File: config.mk
export PLATFORM = sky130hd
export DESIGN_NAME = uart_rx_fifo
export DESIGN_NICKNAME = d
export VERILOG_FILES = /design/src/rtl/uart_rx_fifo.sv
export SDC_FILE = /design/constraint.sdc
export NUM_CORES = 1
export LEC_CHECK = 0
export CORE_MARGIN = 5
export CORE_UTILIZATION = 55
export DETAILED_ROUTE_END_ITERATION = 7
export PLACE_DENSITY = 0.85
export SLEW_MARGIN = 15
export SYNTH_ARGS = -nofsm -noshare
export SYNTH_HDL_FRONTEND = slang
export SYNTH_SLANG_ARGS = --single-unit
export TNS_END_PERCENT = 1
File: constraint.sdc
create_clock -name clk -period 2.98 [get_ports clk]
set_input_delay 0.745 -clock clk [delete_from_list [all_inputs] [get_ports clk]]
set_output_delay 0.745 -clock clk [all_outputs]
set_load 0.01 [all_outputs]
File: src/rtl/uart_rx_fifo.sv
// uart_rx_fifo: 8N1 UART receiver (16x oversampling, 3-sample majority vote) feeding a small pop FIFO.
// Optional parity check is built when the macro UART_RX_PARITY_EN is defined.
module uart_rx_fifo #(
  parameter int CLK_FREQ   = 50000000,
  parameter int BAUD       = 115200,
  parameter int OVERSAMPLE = 16,
  parameter int DATA_BITS  = 8,
  parameter int FIFO_DEPTH = 4
`ifdef UART_RX_PARITY_EN
  , parameter bit PARITY_ODD = 1'b0
`endif
) (
  input  logic                 clk,
  input  logic                 reset_n,
  input  logic                 rx,
  output logic [DATA_BITS-1:0] rx_data,
  output logic                 rx_valid,
  input  logic                 rx_ready,
  output logic                 rx_busy,
  output logic                 frame_err,
  output logic                 overrun
`ifdef UART_RX_PARITY_EN
  , output logic               parity_err
`endif
);

  // state  | meaning
  // IDLE   | waiting for a falling edge on the synchronized line
  // START  | checking the start bit; a high majority means a false start
  // DATA   | shifting in DATA_BITS payload bits, LSB first
  // PARITY | sampling the parity bit (parity builds only)
  // STOP   | evaluating the stop bit at tick 9, then straight back to IDLE
`ifdef UART_RX_PARITY_EN
  typedef enum logic [2:0] {S_IDLE, S_START, S_DATA, S_PARITY, S_STOP} state_t;
`else
  typedef enum logic [1:0] {S_IDLE, S_START, S_DATA, S_STOP} state_t;
`endif

  localparam int DIV = CLK_FREQ / (BAUD * OVERSAMPLE);
  localparam int PW  = (DIV > 1) ? $clog2(DIV) : 1;
  localparam int BW  = (DATA_BITS > 1) ? $clog2(DATA_BITS) : 1;
  localparam int AW  = $clog2(FIFO_DEPTH);
  localparam logic [3:0]    TICK_LAST = 4'(OVERSAMPLE - 1);
  localparam logic [PW-1:0] PRE_LOAD  = PW'(DIV - 1);
  localparam logic [BW-1:0] BIT_LAST  = BW'(DATA_BITS - 1);
  localparam logic [AW:0]   CNT_FULL  = (AW + 1)'(FIFO_DEPTH);
  localparam logic [AW:0]   CNT_ONE   = (AW + 1)'(1);
  localparam logic [AW-1:0] PTR_ONE   = AW'(1);

  state_t                state;
  logic                  rx_meta, rx_sync, rx_prev;
  logic [PW-1:0]         presc;
  logic                  tick;
  logic [3:0]            tick_cnt;
  logic [BW-1:0]         bit_cnt;
  logic [DATA_BITS-1:0]  shreg;
  logic                  samp7, samp8;
  logic                  maj;
  logic                  armed;
  logic                  start_edge;
  logic                  stop_eval;
  logic                  par_bad;
  logic                  push;

  always_ff @(posedge clk or negedge reset_n) begin
    if (!reset_n) begin
      rx_meta <= 1'b1;
      rx_sync <= 1'b1;
      rx_prev <= 1'b1;
    end else begin
      rx_meta <= rx;
      rx_sync <= rx_meta;
      rx_prev <= rx_sync;
    end
  end

  assign start_edge = (state == S_IDLE) && armed && rx_prev && !rx_sync;

  // Down-counting prescaler; realigned to the start edge so bit sampling is centred.
  always_ff @(posedge clk or negedge reset_n) begin
    if (!reset_n)
      presc <= PRE_LOAD;
    else if (start_edge || presc == '0)
      presc <= PRE_LOAD;
    else
      presc <= presc - PW'(1);
  end

  assign tick      = (presc == '0);
  assign maj       = (samp7 & samp8) | (samp7 & rx_sync) | (samp8 & rx_sync);
  assign stop_eval = tick && (tick_cnt == 4'd9) && (state == S_STOP);

`ifdef UART_RX_PARITY_EN
  logic par_bit;
  assign par_bad = ((^{shreg, par_bit}) != PARITY_ODD);
`else
  assign par_bad = 1'b0;
`endif

  assign push = stop_eval && maj && !par_bad;

  always_ff @(posedge clk or negedge reset_n) begin
    if (!reset_n) begin
      state     <= S_IDLE;
      tick_cnt  <= '0;
      bit_cnt   <= '0;
      shreg     <= '0;
      samp7     <= 1'b1;
      samp8     <= 1'b1;
      armed     <= 1'b1;
      rx_busy   <= 1'b0;
      frame_err <= 1'b0;
`ifdef UART_RX_PARITY_EN
      par_bit    <= 1'b0;
      parity_err <= 1'b0;
`endif
    end else begin
      frame_err <= 1'b0;
`ifdef UART_RX_PARITY_EN
      parity_err <= 1'b0;
`endif
      if (!armed && rx_sync)
        armed <= 1'b1;
      if (state == S_IDLE) begin
        if (start_edge) begin
          state    <= S_START;
          tick_cnt <= '0;
          rx_busy  <= 1'b1;
        end
      end else if (tick) begin
        tick_cnt <= tick_cnt + 4'd1;
        if (tick_cnt == 4'd7) samp7 <= rx_sync;
        if (tick_cnt == 4'd8) samp8 <= rx_sync;
        case (state)
          S_START: begin
            if (tick_cnt == 4'd9 && maj) begin
              state   <= S_IDLE;
              rx_busy <= 1'b0;
            end else if (tick_cnt == TICK_LAST) begin
              state   <= S_DATA;
              bit_cnt <= '0;
            end
          end
          S_DATA: begin
            if (tick_cnt == 4'd9)
              shreg <= {maj, shreg[DATA_BITS-1:1]};
            if (tick_cnt == TICK_LAST) begin
              if (bit_cnt == BIT_LAST) begin
`ifdef UART_RX_PARITY_EN
                state <= S_PARITY;
`else
                state <= S_STOP;
`endif
              end else begin
                bit_cnt <= bit_cnt + BW'(1);
              end
            end
          end
`ifdef UART_RX_PARITY_EN
          S_PARITY: begin
            if (tick_cnt == 4'd9)
              par_bit <= maj;
            if (tick_cnt == TICK_LAST)
              state <= S_STOP;
          end
`endif
          S_STOP: begin
            if (tick_cnt == 4'd9) begin
              state   <= S_IDLE;
              rx_busy <= 1'b0;
              if (!maj) begin
                frame_err <= 1'b1;
                armed     <= 1'b0;
              end
`ifdef UART_RX_PARITY_EN
              parity_err <= par_bad;
`endif
            end
          end
          default: begin
            state   <= S_IDLE;
            rx_busy <= 1'b0;
          end
        endcase
      end
    end
  end

  logic [DATA_BITS-1:0] mem [FIFO_DEPTH];
  logic [AW-1:0]        wr_ptr, rd_ptr;
  logic [AW:0]          count;
  logic [DATA_BITS-1:0] data_hold;
  logic                 full, pop, do_push;

  assign full     = (count == CNT_FULL);
  assign rx_valid = (count != '0);
  assign pop      = rx_valid && rx_ready;
  assign do_push  = push && (!full || pop);
  // Hold the last shown byte while empty so stale slots never leak onto rx_data.
  assign rx_data  = rx_valid ? mem[rd_ptr] : data_hold;

  always_ff @(posedge clk) begin
    if (do_push)
      mem[wr_ptr] <= shreg;
  end

  always_ff @(posedge clk or negedge reset_n) begin
    if (!reset_n) begin
      wr_ptr    <= '0;
      rd_ptr    <= '0;
      count     <= '0;
      overrun   <= 1'b0;
      data_hold <= '0;
    end else begin
      overrun   <= push && full && !pop;
      data_hold <= rx_data;
      if (do_push) wr_ptr <= wr_ptr + PTR_ONE;
      if (pop)     rd_ptr <= rd_ptr + PTR_ONE;
      case ({do_push, pop})
        2'b10:   count <= count + CNT_ONE;
        2'b01:   count <= count - CNT_ONE;
        default: count <= count;
      endcase
    end
  end

endmodule

==> run_results.csv <==
group,metric,value,unit
worst_setup_path,required,2.24,ns
floorplan,start_util,57.1,%
synth,netlist_top_cells_area,"edfxtp_1 (28%), dfrtp_1 (27%), dfstp_2 (6.9%), mux2_2 (6.9%), ha_1 (5.8%)",
power_and_ir_drop,power_density,675,nW/um2
synth,ys_seq_area_share,62.0,%
floorplan,io_pins,16,
floorplan,core_area,5990,um2
routing,routed_wl,5570,um
finish,multi_input_area,1220,um2
worst_hold_path,hp-start,"rx_meta",
global_routing,grt_usage,16.5,%
global_routing,antenna_found_initial,0,
synth,netlist_instances,234,
global_routing,grt_max_degree,44,
placement,portBuffers,15,
timing,setup_viol,0,
finish,n_antenna_cell,0,
timing,finClkSkew,0.0104,ns
finish,seq_area,2120,um2
timing,slew-limit-headroom,34.3,%
finish,drive_above_1_share,25.5,%
synth,synth.avg_cell_area,14.6,um2
clock_network,cts_root_buf,"clkbuf_8",
floorplan,die_w,88.9,um
placement,hpwl,3750,um
synth,yosys_warnings,0,
floorplan,dieArea,7900,um2
worst_setup_path,cp_max_fo,10,
worst_setup_path,slowest_delay,0.51,ns
timing,hold_viol,0,
clock_network,worst_skew_pair.late_latency,0.34,ns
routing,drc,0,
timing,fin_ws,0.0845,ns
worst_hold_path,min_path_type,"reg -> reg",
clock_network,cts_tree,"yes",
synth,netlist.area_leader.share,28.1,%
clock_network,clock_sinks,78,
timing,whs,0.362,ns
routing,vias_per_cell,5.54,
worst_setup_path,r2r-start,"presc[1]",
synth,syn_nets,255,
routing,drtPass1Iterations,4,
timing,min_period,2.90,ns
synth,synth_cell_type_count,44,
power_and_ir_drop,p_leak,0.00171,uW
synth,yosys.area.top_type,"edfxtp_1",
global_routing,grt-ovfl-total,0,
timing,fmax,0.345,GHz
finish,areaGrowthSynthToFinish,13.6,%
placement,gp_congestion,0.804,
clock_network,ctsHoldBuffers,0,
routing,vias,1873,
worst_setup_path,cp-end-kind,"primary output",
global_routing,grt_pass1_wl,9630,um
worst_setup_path,start_kind,"flip-flop",
power_and_ir_drop,power,2630,uW
routing,wl_per_cell,16.5,um
worst_setup_path,crit_start,"rd_ptr[0]",
synth,synth_seq_cells,78,
clock_network,path_clk_slew,0.08,ns
routing,first_iter_violations,79,
synth,synthArstFlopShare,59.0,%
global_routing,grt_pass1_vias,1977,
timing,drv_slew,0,
placement,place_ws,-0.101,ns
timing,timing.final.crit_share,97.2,%
worst_setup_path,cpMaxStageDelayCell,"mux4_2",
run,cap_violations,0,
worst_setup_path,arrival,2.15,ns
worst_setup_path,path_class,"reg -> out",
synth,synth_edf_count,32,
clock_network,clk_path_buf_depth,2,
clock_network,cts_made_buffers,9,
worst_setup_path,path_cells,"buf_12, mux4_2, mux2_2, clkdlybuf4s50_1",
outcome,status,"complete, no violations",
floorplan,die_y,88.9,um
synth,ys.flop_type,"dfrtp_1",
power_and_ir_drop,ir_worst_vdd,422,uV
worst_setup_path,rr_worst_depth,13,
clock_network,h-tree-depth,3,
routing,postRouteAntennaNets,0,
finish,layout.nets,279,
finish,fillers,428,
timing,worst_pin_slew,0.985,ns
worst_hold_path,holdPathStages,0,
floorplan,row_count,28,
synth,synth.cell_area,3420,um2
==> path summary, 6_finish.rpt <==
| check | end | slack, ns |
|---|---|---|
| min | rx_sync | 0.36 |
| min reg2reg | rx_sync | 0.36 |
| max | rx_data[6] | 0.08 |
| max in group asynchronous | rx_meta | 1.70 |
| min in group asynchronous | data_hold[2] | 0.56 |
| max reg2reg | count[2] | 0.54 |
==> report_power, final <==
group          switching [uW]  internal, uW  leakage, uW  total, uW
logic                     279           264     0.000654        543
clock network             382           388    0.0000953        770
registers                 101          1210     0.000963       1310
total                     762          1860      0.00171       2630
==> cell usage after synthesis, drive strengths merged (5+ instances only) <==
| cell type | instances |
|---|---|
| dfrtp | 37 |
| edfxtp | 32 |
| mux2 | 21 |
| ha | 16 |
| inv | 15 |
| nor2 | 13 |
| nand2 | 10 |
| dfstp | 9 |
| mux4 | 8 |
| nor3 | 7 |
| clkbuf | 6 |
| xnor2 | 6 |
| and2 | 5 |
| nand3 | 5 |
| o21ai | 5 |
==> timing repair <==
item	4_1_cts	5_1_grt
pin swaps	0	0
resized for setup	1	4
endpoints found under the hold margin	0	0
gates cloned	0	0
buffers inserted	0	0
setup endpoints to repair	1	8
==> metrics by stage <==
step	setup TNS (ns)	util, %	std cells	instance area (um2)
after floorplan	0	-	234	3420
after global placement	-0.0454	61.3	322	3670
after detailed placement	-0.101	61.3	322	3670
after CTS	0	64.7	338	3870
after global routing	-0.0281	64.9	338	3890
final	0	64.9	338	3890
==> cells by family after synthesis <==
kind of cell	count (synthesis)	share of synthesized area, %
flip-flops	78	62.0
AO/OA/AOI/OAI	16	3.58
XOR/XNOR	9	2.30
adder cells (fa/ha/maj)	18	6.73
multiplexers	32	13.0
AND/OR/NAND/NOR	58	9.72
buffers and inverters	23	2.59
==> critical path: cells and delay by family (launching register included) <==
kind | cells | cell delay (ns)
muxes | 2 | 0.79
DFF | 1 | 0.38
buffers and inverters | 2 | 0.64
==> final cells by class <==
type	instances	area share, %
Sequential cell	78	54.6
Multi-Input combinational cell	133	31.3
Timing Repair Buffer	21	5.28
Clock buffer	9	3.18
Tap cell	75	2.41
Clock inverter	7	1.83
Inverter	15	1.45
==> flip-flops by register name, summed over array words and instances (netlist names), 2 cells and up <==
name / count
bit_cnt: 3
count: 3
data_hold: 8
mem: 32
presc: 5
rd_ptr: 2
shreg: 8
state: 2
tick_cnt: 4
wr_ptr: 2
==> per-layer routing <==
metal	up-vias	GRT usage, %	share of wire (%)
li1	883	-	-
met2	38	28.5	53
met3	9	3.13	3.5
met1	943	20.5	42
met4	0	7.01	1.4
met5	-	0	0
==> placed cells by master, fill, tap and decap left out, drive strengths merged, types with 6 or more instances in the layout <==
cell           count
edfxtp            32
clkbuf             9
nor3               7
inv               17
mux2              21
ha                16
nand2             10
mux4               8
clkdlybuf4s50     13
dfstp              9
dfrtp             37
nor2              13
xnor2              6
buf                7
Note: power is estimated with default switching activity, not from simulation.
